File: config.mk
export PLATFORM = sky130hd
export DESIGN_NAME = coord_scan_ctrl
export DESIGN_NICKNAME = d
export VERILOG_FILES = /design/src/rtl/coord_scan_ctrl.sv
export SDC_FILE = /design/constraint.sdc
export NUM_CORES = 1
export LEC_CHECK = 0
export ABC_AREA = 1
export CAP_MARGIN = 20
export CELL_PAD_IN_SITES_DETAIL_PLACEMENT = 1
export CELL_PAD_IN_SITES_GLOBAL_PLACEMENT = 1
export CORE_UTILIZATION = 39
export DETAILED_ROUTE_END_ITERATION = 7
export GPL_TIMING_DRIVEN = 0
export PLACE_DENSITY = 0.87
export SYNTH_ARGS = -nofsm -noshare
export SYNTH_HDL_FRONTEND = slang
export SYNTH_SLANG_ARGS = --single-unit
File: constraint.sdc
create_clock -name clk -period 1.5 [get_ports clk]
set_input_delay 0.3 -clock clk [delete_from_list [all_inputs] [get_ports clk]]
set_output_delay 0.3 -clock clk [all_outputs]
set_load 0.05 [all_outputs]
File: src/rtl/coord_scan_ctrl.sv
// coord_scan_ctrl: raster-scan coordinate sequencer with a user cursor and confirm/lock hold.
// Build option: define CURSOR_WRAP_EN to make the cursor wrap at matrix edges (default saturates).
module coord_scan_ctrl #(
   parameter int N_COL   = 5,
   parameter int N_ROW   = 7,
   parameter int DIV     = 50000,
   parameter int LOCK_TK = 4
) (
   input  logic       clk,
   input  logic       reset_n,
   input  logic       en,
   input  logic       btn_up,
   input  logic       btn_dn,
   input  logic       btn_lf,
   input  logic       btn_rt,
   input  logic       sel_req,
   output logic [2:0] mdc,
   output logic [2:0] mdl,
   output logic [2:0] cur_c,
   output logic [2:0] cur_r,
   output logic       scan_valid,
   output logic       frame_done,
   output logic       sel_ack,
   output logic       locked
);

   localparam int PW = (DIV > 1) ? $clog2(DIV) : 1;
   localparam int LW = (LOCK_TK > 1) ? $clog2(LOCK_TK) : 1;

   localparam logic [PW-1:0] PRESC_LAST = PW'(DIV - 1);
   localparam logic [LW-1:0] LOCK_LAST  = LW'(LOCK_TK - 1);
   localparam logic [2:0]    COL_LAST   = 3'(N_COL - 1);
   localparam logic [2:0]    ROW_LAST   = 3'(N_ROW - 1);

   localparam logic [1:0] ST_IDLE = 2'd0;
   localparam logic [1:0] ST_SCAN = 2'd1;
   localparam logic [1:0] ST_LOCK = 2'd2;

   logic [1:0]    state_q, state_d;
   logic [PW-1:0] presc_q, presc_d;
   logic [LW-1:0] lock_cnt_q, lock_cnt_d;
   logic [2:0]    scan_c_q, scan_c_d;
   logic [2:0]    scan_r_q, scan_r_d;
   logic [2:0]    mdc_q, mdc_d;
   logic [2:0]    mdl_q, mdl_d;
   logic [2:0]    cur_c_q, cur_c_d;
   logic [2:0]    cur_r_q, cur_r_d;
   logic          scan_valid_q, scan_valid_d;
   logic          frame_done_q, frame_done_d;
   logic          sel_ack_q, sel_ack_d;
   logic          sel_pend_q, sel_pend_d;

   logic       tick;
   logic       btn_any;
   logic       sel_go;
   logic [2:0] nxt_c, nxt_r;
   logic       frame_wrap;

   function automatic logic [2:0] cur_inc(input logic [2:0] v, input logic [2:0] last);
`ifdef CURSOR_WRAP_EN
      return (v == last) ? 3'd0 : v + 3'd1;
`else
      return (v == last) ? last : v + 3'd1;
`endif
   endfunction

   function automatic logic [2:0] cur_dec(input logic [2:0] v, input logic [2:0] last);
`ifdef CURSOR_WRAP_EN
      return (v == 3'd0) ? last : v - 3'd1;
`else
      return (v == 3'd0) ? 3'd0 : v - 3'd1;
`endif
   endfunction

   assign tick    = (state_q != ST_IDLE) && (presc_q == PRESC_LAST);
   assign btn_any = btn_up | btn_dn | btn_lf | btn_rt;
   // A confirm that coincides with a move waits one cycle so LOCK shows the moved cursor.
   assign sel_go  = sel_pend_q | (sel_req & ~btn_any);

   always_comb begin
      nxt_c      = scan_c_q;
      nxt_r      = scan_r_q;
      frame_wrap = 1'b0;
      if (scan_c_q == COL_LAST) begin
         nxt_c = 3'd0;
         if (scan_r_q == ROW_LAST) begin
            nxt_r      = 3'd0;
            frame_wrap = 1'b1;
         end else begin
            nxt_r = scan_r_q + 3'd1;
         end
      end else begin
         nxt_c = scan_c_q + 3'd1;
      end
   end

   always_comb begin
      cur_c_d = cur_c_q;
      cur_r_d = cur_r_q;
      if (state_q != ST_LOCK) begin
         if (btn_up)      cur_r_d = cur_dec(cur_r_q, ROW_LAST);
         else if (btn_dn) cur_r_d = cur_inc(cur_r_q, ROW_LAST);
         else if (btn_lf) cur_c_d = cur_dec(cur_c_q, COL_LAST);
         else if (btn_rt) cur_c_d = cur_inc(cur_c_q, COL_LAST);
      end
   end

   // NOTE: every next-state signal is given its hold value first so no path can infer a latch.
   always_comb begin
      state_d      = state_q;
      presc_d      = presc_q;
      lock_cnt_d   = lock_cnt_q;
      scan_c_d     = scan_c_q;
      scan_r_d     = scan_r_q;
      mdc_d        = mdc_q;
      mdl_d        = mdl_q;
      scan_valid_d = scan_valid_q;
      frame_done_d = 1'b0;
      sel_ack_d    = 1'b0;
      sel_pend_d   = 1'b0;

      if (!en) begin
         state_d      = ST_IDLE;
         presc_d      = '0;
         lock_cnt_d   = '0;
         scan_c_d     = 3'd0;
         scan_r_d     = 3'd0;
         mdc_d        = 3'd0;
         mdl_d        = 3'd0;
         scan_valid_d = 1'b0;
      end else begin
         case (state_q)
            ST_IDLE: begin
               state_d      = ST_SCAN;
               presc_d      = '0;
               scan_c_d     = 3'd0;
               scan_r_d     = 3'd0;
               mdc_d        = 3'd0;
               mdl_d        = 3'd0;
               scan_valid_d = 1'b1;
            end
            ST_SCAN: begin
               if (sel_go) begin
                  // Scan position is frozen here and resumed unchanged after LOCK.
                  state_d      = ST_LOCK;
                  presc_d      = '0;
                  lock_cnt_d   = '0;
                  mdc_d        = cur_c_q;
                  mdl_d        = cur_r_q;
                  scan_valid_d = 1'b0;
                  sel_ack_d    = 1'b1;
               end else begin
                  sel_pend_d = sel_req & btn_any;
                  presc_d    = tick ? '0 : presc_q + 1'b1;
                  if (tick) begin
                     scan_c_d     = nxt_c;
                     scan_r_d     = nxt_r;
                     mdc_d        = nxt_c;
                     mdl_d        = nxt_r;
                     frame_done_d = frame_wrap;
                  end
               end
            end
            ST_LOCK: begin
               presc_d = tick ? '0 : presc_q + 1'b1;
               if (tick) begin
                  if (lock_cnt_q == LOCK_LAST) begin
                     state_d      = ST_SCAN;
                     lock_cnt_d   = '0;
                     mdc_d        = scan_c_q;
                     mdl_d        = scan_r_q;
                     scan_valid_d = 1'b1;
                  end else begin
                     lock_cnt_d = lock_cnt_q + 1'b1;
                  end
               end
            end
            default: begin
               state_d      = ST_IDLE;
               presc_d      = '0;
               lock_cnt_d   = '0;
               mdc_d        = 3'd0;
               mdl_d        = 3'd0;
               scan_valid_d = 1'b0;
            end
         endcase
      end
   end

   // NOTE: sequential state uses non-blocking assignments so all registers update from pre-edge values.
   always_ff @(posedge clk or negedge reset_n) begin
      if (!reset_n) begin
         state_q      <= ST_IDLE;
         presc_q      <= '0;
         lock_cnt_q   <= '0;
         scan_c_q     <= 3'd0;
         scan_r_q     <= 3'd0;
         mdc_q        <= 3'd0;
         mdl_q        <= 3'd0;
         cur_c_q      <= 3'd0;
         cur_r_q      <= 3'd0;
         scan_valid_q <= 1'b0;
         frame_done_q <= 1'b0;
         sel_ack_q    <= 1'b0;
         sel_pend_q   <= 1'b0;
      end else begin
         state_q      <= state_d;
         presc_q      <= presc_d;
         lock_cnt_q   <= lock_cnt_d;
         scan_c_q     <= scan_c_d;
         scan_r_q     <= scan_r_d;
         mdc_q        <= mdc_d;
         mdl_q        <= mdl_d;
         cur_c_q      <= cur_c_d;
         cur_r_q      <= cur_r_d;
         scan_valid_q <= scan_valid_d;
         frame_done_q <= frame_done_d;
         sel_ack_q    <= sel_ack_d;
         sel_pend_q   <= sel_pend_d;
      end
   end

   assign mdc        = mdc_q;
   assign mdl        = mdl_q;
   assign cur_c      = cur_c_q;
   assign cur_r      = cur_r_q;
   assign scan_valid = scan_valid_q;
   assign frame_done = frame_done_q;
   assign sel_ack    = sel_ack_q;
   assign locked     = (state_q == ST_LOCK);

endmodule

* Yosys cells after proc, flatten, opt, wreduce, memory -nomap -nowiden
Index checks and enable logic that the tools add are counted.
** Cells by class
- $add $sub $neg :: 8
- Multiply operators :: 0
- Div/mod/pow operators :: 0
- Magnitude comparators :: 0
- Equal/unequal tests :: 17
- Shift-type cells :: 0
- Multiplexer cells :: 60
- Bitwise gates (word level) :: 9
- Reductions and logical operators :: 13
** Operator list (count)
- 3-bit two-way mux :: 25
- 16-bit two-way mux :: 3
- 16-bit one-hot mux with 2 select lines :: 1
- 3-bit one-hot mux with 2 select lines :: 4
- 16-bit by 1-bit adder with 16-bit output, second input constant :: 1
- 16-bit == test, second input constant :: 1
- 1-bit two-way mux :: 16
- 2-bit two-way mux :: 8
- 3-bit by 1-bit adder with 3-bit output, second input constant :: 4
- 3-bit == test, second input constant :: 4
- 2-bit one-hot mux with 3 select lines :: 2
- 3-bit AND reduction :: 4
- 3-bit inequality test, second input constant :: 3
- 3-bit zero test :: 2
- 3-bit by 2-bit inequality test with 1-bit output, second input constant :: 2
- 2-bit nonzero test :: 3
- 3-bit by 1-bit subtractor with 3-bit output, second input constant :: 2
- 2-bit == test, second input constant :: 2
- 2-bit inequality test, second input constant :: 2
- 4-bit inequality test, second input constant :: 1
- 1-bit OR :: 4
- 4-bit AND reduction :: 1
- 3-bit by 1-bit inequality test with 1-bit output, second input constant :: 1
- 1-bit inverter :: 3
- other kinds (7) :: 8
** Word-level totals
- Bits in registers :: 42
- Latch bits :: 0
- RAM bits :: 0
- Memory bits (read-only) :: 0
- Bits of input ports :: 8
- Output and inout bits :: 16
- Word-level logic and storage cells :: 120
- Memories kept :: 0

* Logic depth before layout (Yosys ltp)
- Depth after elaboration :: 9
- Depth in mapped cells :: 11
- Depth with buffers taken out :: 10

* Worst setup path before layout
No wires, ideal clock.
- Path kind :: register to register
- From :: reg, netlist name scan_valid
- To :: reg mdc_q[0] (netlist: mdc[0])
- Setup time :: 0.066 ns
- Data arrival time :: 2.215 ns
- Required time :: 1.434 ns
- Setup slack :: -0.781 ns
- Cell stages (with the launch flop) :: 11
- Buffers on the path :: 1
- Clock period less this slack :: 2.281 ns
- Cells stage by stage :: dfrtp_1 -> inv_1 -> ha_1 -> buf_2 -> nand2_2 -> or2_1 -> nand4_1 -> nand2_1 -> inv_2 -> nand2_1 -> nand2_1
** RTL lines
- end signal, assigned :: RTL line 212 : mdc_q <= mdc_d;
- end, declared :: RTL line 44 : logic [2:0] mdc_q, mdc_d;

* Final worst setup path
- From :: reg state_q[1]
- To :: reg mdc_q[2] (netlist: mdc[2])
** Between the ends
- Longest elaborated chain between the ends :: 4
- Elaborated cells on any way between the ends :: 10
- Those cells by class :: eq/ne (5); mux (2); reduce/logical (3)
** Ends and longest elaborated chain
- start, declared :: RTL line 39 : logic [1:0] state_q, state_d;
- start signal, assigned :: RTL line 207 : state_q <= state_d;
- 2-bit nonzero test :: RTL line 75 : assign tick = (state_q != ST_IDLE) && (presc_q == PRESC_LAST);
- 1-bit logical AND :: RTL line 75
- 4-bit inequality test (no line) / 3-bit by 2-bit inequality test with 1-bit output (equally long branches)
- 3-bit AND reduction (no line)
Several ways; a longest one is shown, not always the timed one.
A chain may end at the register's enable or synchronous reset.

==> metrics.txt <==
crit path cell chain buf_6 -> ha_4 -> buf_8 -> nand2_4 -> or2_4 -> nand4_1 -> a21oi_4 -> nand2_1 -> nand2_1; minimum clock period 1.72 ns; LEAKAGE 1.67 nW; post-route ant nets 0; Worst Skew 0.00820 ns; Largest stage delay, worst path 0.40 ns; Area after DPL 2950 um^2; warnings from Yosys 0; VDD IR max 0.00106 V; Via density 5.33; dominant cell type by area after synthesis dfrtp_1; Core Region 6350 um^2; Root Driver clkbuf_8; antenna cells 0; Residual DRC 0; dpl hpwl 4.42 mm; status finished with violations; syn_nets 348; clock slew at reported path FFs 0.09 ns; CP most frequent cell nand2_1; Worst Path Arrival 1.96 ns; Final setup violation count 38; multi-input logic area 1680 um^2; final hold slack 0.436 ns; Inst Count DP 423; row count 29; synth unique cells 33; combinational power share 0.567; RSZ-0062 raised after global routing yes; CTS Sinks 41; FFs w/ async S/R, synth 1.00; Worst Setup End Kind flop; PortBufs 23; Mapped Area 2560 um^2; fin crit share 1.14; Yosys top cell area share 0.400; total CTS buffers 5; routability congestion estimate 0.795; failing checks negative setup slack; Mean Syn Cell Area 7.96 um^2; vias in the first global route 2611; die width 83.1 um; Finished Layout Cells 467; GR Overflow Total 0; top cells by area, synth dfrtp_1, nand2_1, ha_1, nor2_1, inv_1; mean routed wirelength per cell 19.1 um; Setup WS pre-CTS -0.429 ns; Initial Utilization 0.404; initial DRC count 154; Main synth FF type dfrtp_1; Yosys reg bits 41; All-Layer GR Usage 0.234; Post-synth top cells nand2_1, dfrtp_1, nor2_1; initial antenna violation count 0; Reg power frac 0.247; Die Area 6900 um^2; Worst Path Max Fanout 6; actual slew at the worst max-slew pin 0.564 ns; first drt pass iteration count 4; CP Launch Type flop; total wire length 8.93 mm; fmax 583 MHz; DIE HEIGHT 83.1 um; filler instances 742; Clk network pwr share 0.186; Storage cell area 1030 um^2; num ports 24; Hold Crit Class input pin to async pin; relative slew slack 0.621; largest net degree at the start of global routing 29; Fin. Hold Viols 0; fin area 3670 um^2; top-count cell post-synth nand2_1; CTS H-tree lvls 2; Slowest-stage cell, CP dfrtp_1; routed via count 2491; PD cells 1600 nW/um^2; Max Slew Vio Count 0; Net Switching 2.65 mW; global-route wire length before repair 13.0 mm; clk_lat worst skew 0.30 ns; CTS max path bufs 2; share of layout cells above drive strength 1 0.349; EDFF count, synth 0; CTS tree yes; Total Power 5.86 mW; Switching Fraction 0.453; Nets 415; # Max-Cap Violations 0; Post-Synthesis Cells 322; synthesis-to-finish area growth 43.2%; Int Pwr 3.21 mW; Crit Path Category flop to flop; worst setup margin -0.216 ns; Crit path required time 1.74 ns; post-synthesis sequential area ratio 0.400
==> sequential cells by signal, summed over array words and instances, names as in the netlist <==
register / flops
cur_c: 3
cur_r: 3
frame_done: 1
lock_cnt_q: 2
mdc: 3
mdl: 3
presc_q: 16
scan_c_q: 3
scan_r_q: 3
scan_valid: 1
sel_ack: 1
sel_pend_q: 1
state_q: 1
==> layer usage <==
metal	global-route usage	vias to the layer above	share of wire
met2	0.445	54	0.53
met1	0.274	1250	0.41
met5	0	-	0
met3	0.0288	22	0.025
li1	-	1165	-
met4	0.0611	0	0.029
==> logic make-up after synthesis <==
| group | share of synthesized area |
|---|---|
| AOI/OAI and AO/OA | 0.0776 |
| DFF | 0.400 |
| xor gates and xnor gates | 0.0342 |
| and+or+nand+nor | 0.336 |
| buffers and inverters | 0.0644 |
| adders and majority gates | 0.0878 |
==> cell type report <==
cell class / instances / share of cell area
Clock buffer: 5 / 0.0187
Clock inverter: 3 / 0.0177
Buffer: 3 / 0.0112
Inverter: 35 / 0.0405
Timing Repair Buffer: 61 / 0.148
Multi-Input combinational cell: 242 / 0.457
Sequential cell: 41 / 0.281
Tap cell: 77 / 0.0262
==> layout by cell type (no fill, tap or decap), types with 4 or more instances in the layout <==
cell / count
buf_4: 26
buf_6: 10
clkbuf_8: 5
clkdlybuf4s15_1: 5
clkdlybuf4s50_1: 4
dfrtp_1: 37
dfrtp_2: 4
dlygate4sd2_1: 4
ha_1: 13
ha_4: 5
inv_1: 27
nand2_1: 82
nand2_2: 8
nand2_4: 6
nand3_1: 18
nand3_4: 7
nand4_1: 6
nor2_1: 21
nor2_2: 9
nor2_4: 12
nor3_1: 4
o21ai_0: 10
o21ai_1: 4
o21ai_2: 9
xor2_1: 7
==> path summary, 6_finish.rpt <==
path	cells past startpoint	slack, ns	end	from
max reg2reg	9	-0.22	mdc[2]	state_q[1]
min	2	0.44	mdc[0]	reset_n
max in group asynchronous	3	0.57	cur_r[1]	reset_n
max	9	-0.22	mdc[2]	state_q[1]
min in group clk	2	0.48	mdl[1]	mdl[1]
min reg2reg	2	0.48	mdl[1]	mdl[1]
==> worst max-delay path: cells and delay by family, from the launching register on <==
kind / cells / cell delay (ns)
AO/OA/AOI/OAI: 1 / 0.28
adder cells (fa/ha/maj): 1 / 0.15
buffers and inverters: 2 / 0.25
flip-flops: 1 / 0.40
AND/OR/NAND/NOR: 5 / 0.56
==> power groups by stage <==
stage,combinational [mW],sequential [mW],clock (mW)
floorplan,1.20,1.80,0
global placement,2.08,1.45,0
detailed placement,2.15,1.46,0
CTS,2.66,1.43,1.10
global route,3.49,1.48,1.14
finish,3.32,1.45,1.09
==> per-stage QoR <==
step / utilization / setup TNS (ns)
floorplan: - / -5.59
CTS: 0.539 / -4.27
global route: 0.578 / -7.59
detailed placement: 0.464 / -13.33
global placement: 0.461 / -53.87
finish: 0.578 / -5.06
==> repair_timing <==
item | in CTS | in global routing
resized for setup | 78 | 54
hold buffers | 1 | 0
pin swaps | 23 | 16
gates cloned | 2 | 0
setup buffers | 20 | 16
endpoints found under the hold margin | 13 | 0
endpoints found under the setup margin | 52 | 47
No activity file was read; power rests on OpenSTA's default activity.
